### src/rtl/cnn_pkg.sv
// Shared constants, FSM state type, 3x3 tap offsets and output saturation
// for the cellular-network cell scheduler.
package cnn_pkg;

  localparam int CNN_WIDTH = 9;
  localparam int CNN_YW    = 2 * CNN_WIDTH - 1;
  localparam int NTAPS     = 9;

  typedef enum logic [2:0] {
    IDLE,
    FETCH,
    EVAL,
    WRITE,
    ADV,
    FIN
  } state_t;

  // Row-major neighbourhood offsets: tap 0 is (-1,-1), tap 4 the centre, tap 8 is (+1,+1).
  localparam int DR [NTAPS] = '{-1, -1, -1, 0, 0, 0, 1, 1, 1};
  localparam int DC [NTAPS] = '{-1, 0, 1, -1, 0, 1, -1, 0, 1};

  // Output function f(x) = clamp(x, -ymax, +ymax), evaluated on sign-extended values.
  function automatic int sat_y(input int x, input int ymax);
    if (x > ymax) begin
      return ymax;
    end else if (x < -ymax) begin
      return -ymax;
    end
    return x;
  endfunction

endpackage

### src/rtl/cnn_tap_gen.sv
// Maps a cell (row, col) and tap index k to the neighbour address and
// flags neighbours outside the image (fixed zero boundary).
module cnn_tap_gen
  import cnn_pkg::*;
#(
  parameter int ROWS = 8,
  parameter int COLS = 8,
  parameter int AW   = $clog2(ROWS * COLS),
  parameter int RW   = (ROWS > 1) ? $clog2(ROWS) : 1,
  parameter int CW   = (COLS > 1) ? $clog2(COLS) : 1
) (
  input  logic [RW-1:0] row,
  input  logic [CW-1:0] col,
  input  logic [3:0]    k,
  output logic [AW-1:0] addr,
  output logic          in_bounds
);

  int ki;
  int r;
  int c;

  // NOTE: every output and temporary gets a value before any branch so no latch is inferred.
  always_comb begin
    ki        = (k < 4'd9) ? int'(k) : 4;
    r         = int'(row) + DR[ki];
    c         = int'(col) + DC[ki];
    in_bounds = (k < 4'd9) && (r >= 0) && (r < ROWS) && (c >= 0) && (c < COLS);
    addr      = in_bounds ? AW'(r * COLS + c) : '0;
  end

endmodule

### src/rtl/cnn_cell_sched.sv
// Cell scheduler: sweeps a ROWS x COLS image per iteration, gathers the 3x3
// Y/U neighbourhood into tap registers, saturates the equation result and writes it ping-pong.
module cnn_cell_sched
  import cnn_pkg::*;
#(
  parameter int WIDTH = CNN_WIDTH,
  parameter int ROWS  = 8,
  parameter int COLS  = 8,
  parameter int YMAX  = 64,
  parameter int AW    = $clog2(ROWS * COLS)
) (
  input  logic                    clk,
  input  logic                    rst_n,
  input  logic                    start,
  input  logic [7:0]              iters,
  output logic                    busy,
  output logic                    done,
  output logic                    final_bank,
  output logic                    rd_en,
  output logic [AW-1:0]           rd_addr,
  output logic                    rd_bank,
  input  logic [2*WIDTH-2:0]      rd_y,
  input  logic [WIDTH-1:0]        rd_u,
  output logic [9*(2*WIDTH-1)-1:0] eq_y,
  output logic [9*WIDTH-1:0]      eq_u,
  input  logic [2*WIDTH-2:0]      eq_out,
  output logic                    wr_en,
  output logic [AW-1:0]           wr_addr,
  output logic                    wr_bank,
  output logic [2*WIDTH-2:0]      wr_data
);

  localparam int YW = 2 * WIDTH - 1;
  localparam int RW = (ROWS > 1) ? $clog2(ROWS) : 1;
  localparam int CW = (COLS > 1) ? $clog2(COLS) : 1;

  state_t state;
  state_t next_state;

  logic [RW-1:0] row;
  logic [CW-1:0] col;
  logic          cur_bank;
  logic [7:0]    iter_cnt;
  logic [3:0]    k;
  logic          fin_bank_q;
  logic [YW-1:0] wr_q;

  // Load pipeline: the tap issued on cycle k is written on cycle k+1 when its data returns.
  logic          ld_v;
  logic          ld_inb;
  logic [3:0]    ld_idx;

  logic [NTAPS-1:0][YW-1:0]    ty;
  logic [NTAPS-1:0][WIDTH-1:0] tu;

  logic [AW-1:0] tap_addr;
  logic          tap_inb;
  logic          last_col;
  logic          last_row;
  logic          issuing;

  cnn_tap_gen #(
    .ROWS(ROWS),
    .COLS(COLS),
    .AW  (AW),
    .RW  (RW),
    .CW  (CW)
  ) u_tap_gen (
    .row      (row),
    .col      (col),
    .k        (k),
    .addr     (tap_addr),
    .in_bounds(tap_inb)
  );

  assign last_col = (col == CW'(COLS - 1));
  assign last_row = (row == RW'(ROWS - 1));
  assign issuing  = (state == FETCH) && (k < 4'd9);

  // NOTE: sequential state uses non-blocking assignments so every flop samples pre-edge values.
  always_ff @(posedge clk) begin
    if (!rst_n) begin
      state <= IDLE;
    end else begin
      state <= next_state;
    end
  end

  always_comb begin
    next_state = state;
    case (state)
      IDLE:    if (start) next_state = (iters == 8'd0) ? FIN : FETCH;
      FETCH:   if (k == 4'd9) next_state = EVAL;
      EVAL:    next_state = WRITE;
      WRITE:   next_state = ADV;
      ADV: begin
        if (!last_col || !last_row) begin
          next_state = FETCH;
        end else if (iter_cnt == 8'd1) begin
          next_state = FIN;
        end else begin
          next_state = FETCH;
        end
      end
      FIN:     next_state = IDLE;
      default: next_state = IDLE;
    endcase
  end

  // NOTE: tap registers drive eq_y/eq_u straight into the equation block, so they are reset too.
  always_ff @(posedge clk) begin
    if (!rst_n) begin
      row        <= '0;
      col        <= '0;
      cur_bank   <= 1'b0;
      iter_cnt   <= '0;
      k          <= '0;
      fin_bank_q <= 1'b0;
      wr_q       <= '0;
      ld_v       <= 1'b0;
      ld_inb     <= 1'b0;
      ld_idx     <= '0;
      ty         <= '0;
      tu         <= '0;
    end else begin
      ld_v   <= issuing;
      ld_inb <= tap_inb;
      ld_idx <= k;
      if (ld_v) begin
        ty[ld_idx] <= ld_inb ? rd_y : '0;
        tu[ld_idx] <= ld_inb ? rd_u : '0;
      end

      case (state)
        IDLE: begin
          if (start) begin
            iter_cnt <= iters;
            cur_bank <= 1'b0;
            row      <= '0;
            col      <= '0;
            k        <= '0;
            if (iters == 8'd0) fin_bank_q <= 1'b0;
          end
        end
        FETCH: k <= (k == 4'd9) ? 4'd0 : k + 4'd1;
        EVAL:  wr_q <= YW'(sat_y(int'($signed(eq_out)), YMAX));
        ADV: begin
          if (!last_col) begin
            col <= col + 1'b1;
          end else if (!last_row) begin
            col <= '0;
            row <= row + 1'b1;
          end else begin
            // End of image: the freshly written bank becomes the read bank.
            col      <= '0;
            row      <= '0;
            cur_bank <= ~cur_bank;
            iter_cnt <= iter_cnt - 8'd1;
            if (iter_cnt == 8'd1) fin_bank_q <= ~cur_bank;
          end
        end
        default: ;
      endcase
    end
  end

  always_comb begin
    busy       = (state == FETCH) || (state == EVAL) || (state == WRITE) || (state == ADV);
    done       = (state == FIN);
    final_bank = fin_bank_q;
    rd_en      = issuing && tap_inb;
    rd_addr    = rd_en ? tap_addr : '0;
    rd_bank    = cur_bank;
    wr_en      = (state == WRITE);
    wr_addr    = wr_en ? AW'(int'(row) * COLS + int'(col)) : '0;
    wr_bank    = ~cur_bank;
    wr_data    = wr_q;
  end

  assign eq_y = ty;
  assign eq_u = tu;

endmodule

### config.mk
export PLATFORM = sky130hd
export DESIGN_NAME = cnn_cell_sched
export DESIGN_NICKNAME = d
export VERILOG_FILES = /design/src/rtl/cnn_pkg.sv /design/src/rtl/cnn_tap_gen.sv /design/src/rtl/cnn_cell_sched.sv
export SDC_FILE = /design/constraint.sdc
export NUM_CORES = 1
export LEC_CHECK = 0
export CORE_MARGIN = 1.5
export CORE_UTILIZATION = 43
export DETAILED_ROUTE_END_ITERATION = 6
export GPL_TIMING_DRIVEN = 0
export PLACE_DENSITY = 0.82
export RECOVER_POWER = 25
export SYNTH_ARGS = -nofsm -noshare
export SYNTH_HDL_FRONTEND = slang
export SYNTH_SLANG_ARGS = --single-unit
### constraint.sdc
create_clock -name clk -period 11 [get_ports clk]
set_input_delay 1.1 -clock clk [delete_from_list [all_inputs] [get_ports clk]]
set_output_delay 1.1 -clock clk [all_outputs]
set_load 0.02 [all_outputs]
## After elaboration in Yosys (flattened, before gate mapping)

Memory sizes are Yosys's and may differ from the RTL's.
Index checks and enable logic that the tools add are counted.

- Bits in registers: 280
- Memory bits (read-only): 1024
- Bits of input ports: 54
- Output and inout port bits: 270
- Logic and storage cells: 141
- Memories kept: 2

- Add/sub/neg operators: 8
- $lt $le $gt $ge: 10
- Equality and inequality tests: 15
- Muxes and demuxes: 52
- Bitwise logic cells: 2
- Reduce and logical (&&, ||, !) cells: 23

Memory list:

| memory | depth | bits a word | read ports | clocked after memory_dff | wr ports | line | source |
|---|---|---|---|---|---|---|---|
| (no name shown) | 16 | 32 | 1 | 0 | 0 | cnn_tap_gen.sv:27 | `c = int'(col) + DC[ki];` |
| (no name shown) | 16 | 32 | 1 | 0 | 0 | cnn_tap_gen.sv:26 | `r = int'(row) + DR[ki];` |

Operators by type and width:

| cell | count |
|---|---|
| bitwise mux 153 bit | 1 |
| 2-to-1 mux 32 bit | 4 |
| 2-to-1 mux 17 bit | 5 |
| bitwise mux 81 bit | 1 |
| demux 17 bit (select 4 bit) | 1 |
| adder 4 x 32 -> 32 bit | 2 |
| >= comparator 32 x 1 -> 1 bit (second input constant) | 2 |
| less-than comparator 32 x 5 -> 1 bit (second input constant) | 2 |
| demux 9 bit (select 4 bit) | 1 |
| >= comparator 32 x 5 -> 1 bit (second input constant) | 1 |
| inverter 32 bit | 1 |
| 2-to-1 mux 3 bit | 9 |
| 2-to-1 mux 8 bit | 3 |
| 2-to-1 mux 6 bit | 3 |
| 2-to-1 mux 9 bit | 2 |
| greater-than comparator 17 x 8 -> 1 bit (second input constant) | 1 |
| less-than comparator 17 x 7 -> 1 bit (second input constant) | 1 |
| one-hot mux 8 bit (2 select lines) | 1 |
| one-hot mux 3 bit (5 select lines) | 1 |
| == test 3 bit (second input constant) | 4 |
| 2-to-1 mux 1 bit | 12 |
| 2-to-1 mux 4 bit | 3 |
| one-hot mux 3 bit (2 select lines) | 2 |
| inequality test 2 bit (second input constant) | 5 |
| other kinds (26) | 42 |

## Logic depth before layout (Yosys ltp)

Gate-level depths: netlist of the first run.

- Word-level depth: 14
- Depth in mapped cells: 19
- Mapped depth without buffers: 18

## Hierarchy

Synthesis of the first run repeated with hierarchy kept, for this count alone.

- Cells, all modules: 1455
- Area, all modules: 11589.9 µm²

Modules (own cells, without submodules):

| module | times used | cells an instance | area each (µm²) | seq. area each (µm²) |
|---|---|---|---|---|
| cnn_cell_sched | 1 | 1361 | 10794.1 | 5605.4 |
| cnn_tap_gen | 1 | 94 | 795.8 | 0.0 |

## Least setup slack after synthesis of the first run

Ideal clock, no wire load.

- Path type: register to output
- From: reg k[3]
- To: out rd_addr[4]
- Arrival: 4.302 ns
- Required time: 9.900 ns
- Path slack: 5.598 ns
- Stages on the path, launching flop included: 14
- Buffers on the path: 1
- Cells stage by stage: dfxtp_1 clkbuf_1 nand2b_1 ha_1 o21ai_0 o2bb2ai_1 ha_1 o21ba_2 nand2b_1 ha_1 nand4bb_1 a211o_1 a2111oi_4 nor2b_1

- Word-level cells in the longest chain between the ends: 14
- Elaborated cells between the ends (all ways): 24
- Classes of those cells: add/sub: 3; order compare: 5; mux: 7; bitwise: 1; reduce/logical: 6; memory: 2

Ends and longest elaborated chain:

| element | line | source |
|---|---|---|
| start: declaration | cnn_cell_sched.sv:44 | `logic [3:0] k;` |
| start signal: assignment | cnn_cell_sched.sv:145 | `FETCH: k <= (k == 4'd9) ? 4'd0 : k + 4'd1;` |
| less-than comparator 4 bit | cnn_tap_gen.sv:25, cnn_tap_gen.sv:28, cnn_cell_sched.sv:78 |  |
| 2-to-1 mux 4 bit | cnn_tap_gen.sv:25 | `ki = (k < 4'd9) ? int'(k) : 4;` |
| inverter 32 bit (not written as such) | cnn_tap_gen.sv:26, cnn_tap_gen.sv:27 |  |
| memory (16 x 32 bit) | -- |  |
| 2-to-1 mux 32 bit (not written as such) (2 in a row) | cnn_tap_gen.sv:26 |  |
| adder 4 x 32 -> 32 bit | cnn_tap_gen.sv:26 |  |
| >= comparator 32 x 1 -> 1 bit | cnn_tap_gen.sv:28 | `in_bounds = (k < 4'd9) && (r >= 0) && (r < ROWS) && (c >= 0) && (c < COLS);` |
| logical AND 1 bit (4 in a row) | cnn_tap_gen.sv:28 |  |
| logical AND 1 bit * | cnn_cell_sched.sv:171 | `rd_en = issuing && tap_inb;` |
| via rd_en | cnn_cell_sched.sv:19 | `output logic rd_en,` |
| 2-to-1 mux 6 bit * | cnn_cell_sched.sv:172 | `rd_addr = rd_en ? tap_addr : '0;` |
| end: declaration | cnn_cell_sched.sv:20 | `output logic [AW-1:0] rd_addr,` |

The timed path passes the listed nets; every way through them passes the cells marked *. The select of a mux whose other input is x is not followed.

## Worst setup path after layout of the first run

- From: reg k[3]
- To: out rd_addr[3]

- Word-level cells in the longest chain between the ends: 14
- Elaborated cells between the ends (all ways): 24
- Classes of those cells: add/sub: 3; order compare: 5; mux: 7; bitwise: 1; reduce/logical: 6; memory: 2

Ends and longest elaborated chain:

| element | line |
|---|---|
| less-than comparator 4 bit | cnn_tap_gen.sv:25, cnn_tap_gen.sv:28, cnn_cell_sched.sv:78 |
| 2-to-1 mux 4 bit | cnn_tap_gen.sv:25 |
| inverter 32 bit (not written as such) | cnn_tap_gen.sv:26, cnn_tap_gen.sv:27 |
| memory (16 x 32 bit) | -- |
| 2-to-1 mux 32 bit (not written as such) (2 in a row) | cnn_tap_gen.sv:26 |
| adder 4 x 32 -> 32 bit | cnn_tap_gen.sv:26 |
| >= comparator 32 x 1 -> 1 bit | cnn_tap_gen.sv:28 |
| logical AND 1 bit (4 in a row) | cnn_tap_gen.sv:28 |
| 2-to-1 mux 6 bit or logical AND 1 bit (tied branches) | cnn_tap_gen.sv:29, cnn_cell_sched.sv:171 |
| 2-to-1 mux 6 bit * | cnn_cell_sched.sv:172 |

Mark *: on every way between the ends. The rest lies on a longest branch, timed or not. The select of a mux whose other input is x is not followed.

==> results of run 1 <==
-- layout by cell type, fill, tap and decap left out, types with 12 or more instances in the layout --
cell type / instances
o21ai_0: 18
a21oi_1: 18
a21boi_0: 243
clkbuf_16: 29
buf_2: 36
inv_1: 12
clkbuf_1: 87
nand2_1: 497
ha_1: 30
nor2_1: 21
nand4_1: 12
and2_1: 32
nand3_1: 13
dfxtp_1: 280
clkdlybuf4s50_1: 314
-- logic make-up (layout without fill, tap and decap cells) --
family	after synthesis	in the layout	synth area share, %
AND/OR/NAND/NOR	659	659	24.29
AO/OA/AOI/OAI	326	326	20.05
flip-flops	280	280	46.58
buffers and inverters	136	510	4.794
adder cells (fa/ha/maj)	32	32	3.452
XOR/XNOR	8	8	0.5823
multiplexers	3	3	0.2496
-- area by class of cell --
cell class	count	area share, %
multi-input cells	1028	35.08
repair buffers	322	19.30
plain buffers	124	3.170
clock inverters	13	0.8393
well taps	378	2.833
clock buffers	39	4.931
inverters	12	0.2698
flip-flops and latches	280	33.57
-- per-layer routing --
metal | up-vias | share of wire (%) | GRT usage, % | routed length, um
met2 | 463 | 48 | 46.99 | 19140
li1 | 5470 | - | - | -
met5 | - | 0 | 0 | 0
met3 | 117 | 6.7 | 4.349 | 2698
met1 | 5410 | 41 | 31.98 | 16200
met4 | 0 | 4.9 | 13.24 | 1947
-- synth_stat cells (all sizes together) (5+ instances only) --
library cell and instances:
nand2 497, nor3 13, or3b 5, and2 43
dfxtp 280, clkbuf 80, a21oi 18, nor2 21
nand4 12, buf 44, nor2b 11, inv 12
ha 30, nor3b 8, o21ai 18, xnor2 5
o31ai 7, and3b 6, a21boi 251, nand3 13
nand2b 7
-- stage by stage --
stage          area, um2  worst slack (ns)
3_5_place_dp       15730             4.624
3_3_place_gp       15730             4.832
6_report           16700             4.522
4_1_cts            16690             4.036
2_1_floorplan      12030             5.598
5_1_grt            16700             4.170
-- state kept, by name, indices dropped and copies added, names as in the netlist --
register / flops
ld_v: 1
eq_u: 81
ld_idx: 4
iter_cnt: 8
state: 3
row: 3
eq_y: 153
k: 4
col: 3
ld_inb: 1
final_bank: 1
wr_data: 17
rd_bank: 1
-- worst paths after layout --
check | end | start | cells past startpoint
setup / recovery | rd_addr[3] | k[3]$_SDFFE_PN0P_ | 14
hold / removal | eq_y[98]$_SDFFE_PN0P_ | eq_y[98]$_SDFFE_PN0P_ | 2
setup reg to reg | ld_inb$_SDFF_PN0_ | k[3]$_SDFFE_PN0P_ | 12
hold reg to reg | eq_y[98]$_SDFFE_PN0P_ | eq_y[98]$_SDFFE_PN0P_ | 2
-- critical path: cells and delay by family, from the launching register on --
family,cells,cell delay [ns]
compound gates,5,1.83
buf+inv,2,0.98
fa+ha+maj,3,0.91
simple gates,4,0.73
flops,1,0.40
-- report_power, final --
part           internal [W]  switching, W  total [W]
Clock              0.000591      0.000408   0.000999
Sequential          0.00102    0.00000360    0.00102
Combinational     0.0000467     0.0000525  0.0000992
Total               0.00166      0.000464    0.00212
==> results_dict.tcl, run 1 <==
set metrics [dict create \
    tightest_slew_ns 0.8976 \
    fillers 2399 \
    gp_congestion 0.8837 \
    crit_arrival_ns 5.38 \
    ant_nets 0 \
    p_total_w 0.002119 \
    die-area_um2 29000 \
    synth_cell_types 63 \
    register_area_um2 5605 \
    hold_path.class "flop to flop" \
    maxCapViolCount 0 \
    synth_area_leaders "dfxtp_1 47%, nand2_1 16%, a21boi_0 15%" \
    io_pins 324 \
    n_antenna_cell 0 \
    synth_edf_count 0 \
    path_cells "clkbuf_1 > nand2b_1 > ha_1 > o21ai_0 > o2bb2ai_2 > ha_1 > o21ba_2 > nand2b_1 > ha_1 > nand4bb_1 > a211o_1 > a2111oi_4 > and2_1 > clkdlybuf4s50_1" \
    vdd_drop_max_uv 100.5 \
    finClkSkew_ns 0.01304 \
    synth_nets 1530 \
    dp_cells 2144 \
    period_share_pct 58.89 \
    synth.largest_area_cell "dfxtp_1" \
    vias_per_cell 5.219 \
    critical_path_class "flop to primary output" \
    fin_crit_ns 6.478 \
    start_kind "flop" \
    row_count 61 \
    clk_pin_slew_ns 0.07 \
    instances_no_fill 2196 \
    core_area_um2 27630 \
    power_density_nw_per_um2 126.9 \
    start_util_pct 43.55 \
    fin_nets 1883 \
    synth_top_area_share_pct 46.58 \
    crit_required_ns 9.90 \
    hpwl_um 29060 \
    drive_above_1_share_pct 6.106 \
    drtIter0Drc 656 \
    slowest_delay_ns 0.63 \
    ys_warn_count 0 \
    overflow 0 \
    multi_input_area_um2 5857 \
    ys_seq_elements 280 \
    run_status "finished clean" \
    ys_seq_area_share_pct 46.58 \
    cts_setup_buffers 0 \
    slowest_stage "o2bb2ai_2" \
    grt_pass1_wl_um 60560 \
    grt.total_usage_pct 26.89 \
    synth.avg_cell_area_um2 8.333 \
    insertion_delay_ns 0.55 \
    wl_per_cell_um 18.21 \
    fmax_mhz 154.4 \
    leakage_nw 5.667 \
    cts_buffers 29 \
    ff2ff_setup_slack_ns 6.72 \
    async_flop_share_pct 0 \
    grt_max_degree 17 \
    finalCoreUtilization_pct 60.43 \
    area_delta_synth_final_pct 38.75 \
    cts_resized 0 \
    tritoncts "built" \
    critPathCaptureType "primary output" \
    firstDrtPassIters 5 \
    die_w_um 170.3 \
    finalSetupTns_ns 0 \
    synth_ff_type "dfxtp_1" \
    holdWs_ns 0.4583 \
    cts_sinks 280 \
    setup_viol 0 \
    vias 11460 \
    root_buffer "clkbuf_16" \
    critPathMaxFanout 16 \
    clock_path_buffers 3 \
    rsz0062_at_grt "false" \
    drc_errors 0 \
    grt_pass1_vias 11119 \
    timing.final.max_slew_violations 0 \
    cpMostUsedCell "ha_1" \
    synth_cells 1444 \
    dieHeight_um 170.3 \
    io_buffers 322 \
    htree_num_levels 1 \
    timing.final.hold_violations 0 \
    cts_hold_buffers 0 \
    syn_area_um2 12030 \
    antenna_found_initial 0 \
    slew_headroom_pct 40.16 \
    drt_wl_total_um 39990 \
]
Note: power is estimated with default switching activity, not from simulation.
==> run 2, diff against run 1 <==
clock period = 6.3 ns   (was 11 ns; I/O delays follow)
==> results_dict.tcl, run 2 (synthesized netlist as in run 1, its figures left out) <==
set metrics [dict create \
    fmax_mhz 173.2 \
    n_antenna_cell 0 \
    crit_buf_inv 2 \
    hpwl_um 29060 \
    holdWs_ns 0.4545 \
    tritoncts "built" \
    critPathCaptureType "primary output" \
    slew_headroom_pct 29.33 \
    area_delta_synth_final_pct 38.59 \
    timing.final.max_slew_violations 0 \
    hold_path.class "flop to flop" \
    dp_cells 2144 \
    rsz0062_at_grt "false" \
    crit_arrival_ns 5.14 \
    instances_no_fill 2196 \
    firstDrtPassIters 5 \
    vias 11480 \
    grt_pass1_vias 11119 \
    drtIter0Drc 689 \
    timing.final.hold_violations 0 \
    tightest_slew_ns 1.058 \
    fin_nets 1883 \
    cpMostUsedCell "ha_1" \
    io_pins 324 \
    start_util_pct 43.55 \
    die_w_um 170.3 \
    run_status "finished clean" \
    fin_crit_ns 5.775 \
    finClkSkew_ns 0.01341 \
    setup_viol 0 \
    pre_cts_ws_ns 0.3945 \
    cts_setup_buffers 0 \
    cts_sinks 280 \
    insertion_delay_ns 0.55 \
    cts_hold_buffers 0 \
    antenna_found_initial 0 \
    critical_path_class "flop to primary output" \
    slowest_delay_ns 0.61 \
    largest_reg_flops 153 \
    cts_buffers 29 \
    grt_pass1_wl_um 60560 \
    core_area_um2 27630 \
    die-area_um2 29000 \
    overflow 0 \
    gp_congestion 0.8837 \
    row_count 61 \
    wl_per_cell_um 18.24 \
    io_buffers 322 \
    path_cells "clkbuf_1 > nand2b_1 > ha_1 > o21ai_0 > o2bb2ai_4 > ha_1 > o21ba_2 > nand2b_1 > ha_1 > nand4bb_1 > a211o_1 > a2111oi_4 > and2_1 > clkdlybuf4s50_1" \
    drt_wl_total_um 40050 \
    drc_errors 0 \
    dieHeight_um 170.3 \
    power_density_nw_per_um2 221.7 \
    grt_max_degree 17 \
    critPathMaxFanout 16 \
    layout_commonest_cell "nand2_1" \
    clk_pin_slew_ns 0.07 \
    leakage_nw 5.627 \
    clock_path_buffers 3 \
    setup_slack_ns 0.5254 \
    grt.total_usage_pct 26.89 \
    finalSetupTns_ns 0 \
    layout_common_cells "497 x nand2_1, 321 x clkdlybuf4s50_1, 280 x dfxtp_1" \
    critical-path-top-delay-family "compound AO/OA/AOI/OAI gates" \
    vdd_drop_max_uv 175.5 \
    ant_nets 0 \
    htree_num_levels 1 \
    drive_above_1_share_pct 5.281 \
    root_buffer "clkbuf_16" \
    vias_per_cell 5.228 \
    crit_required_ns 5.67 \
    cts_resized 1 \
    period_share_pct 91.66 \
    maxCapViolCount 0 \
    start_kind "flop" \
    slowest_stage "clkdlybuf4s50_1" \
]
## run 2: power by group
part	internal, W	total (W)	leakage, nW	switching, W
logic	0.0000832	0.000175	2.88	0.0000922
registers	0.00178	0.00178	2.26	0.00000637
clock network	0.00103	0.00174	0.487	0.000707
## run 2: worst min-delay path: stages (launching register included)
cell,delay (ns)
dfxtp_1,0.31
nand2_1,0.05
a21boi_1,0.05
## run 2: layout make-up
| class | instances | area (um2) |
|---|---|---|
| buffer | 124 | 516.7 |
| clock buffer | 39 | 823.3 |
| clock inverter | 13 | 140.1 |
| fill | 2402 | 10950 |
| inverter | 12 | 45.04 |
| multi-input combinational | 1028 | 5849 |
| sequential | 280 | 5605 |
| tap | 378 | 473.0 |
| timing repair buffer | 322 | 3223 |
## run 2: path summary, 6_finish.rpt
check | start | to | slack [ns] | depth (start not counted)
setup reg to reg | k[3]$_SDFFE_PN0P_ | ld_inb$_SDFF_PN0_ | 2.22 | 12
hold reg to reg | eq_y[98]$_SDFFE_PN0P_ | eq_y[98]$_SDFFE_PN0P_ | 0.45 | 2
hold / removal | eq_y[98]$_SDFFE_PN0P_ | eq_y[98]$_SDFFE_PN0P_ | 0.45 | 2
setup / recovery | k[3]$_SDFFE_PN0P_ | rd_addr[3] | 0.53 | 14
## run 2: metal layers
| metal | share of wire (%) | track usage, % |
|---|---|---|
| met3 | 6.5 | 4.349 |
| met5 | 0 | 0 |
| met2 | 48 | 46.99 |
| met4 | 4.8 | 13.24 |
| met1 | 40 | 31.98 |
## run 2: through the flow
stage	instance area (um2)	utilization (%)	total power, W
3_3_place_gp	15730	56.93	0.001991
4_1_cts	16700	60.44	0.003708
5_1_grt	16680	60.36	0.003808
2_1_floorplan	12030	-	0.001919
3_5_place_dp	15730	56.93	0.001994
6_report	16680	60.36	0.003698
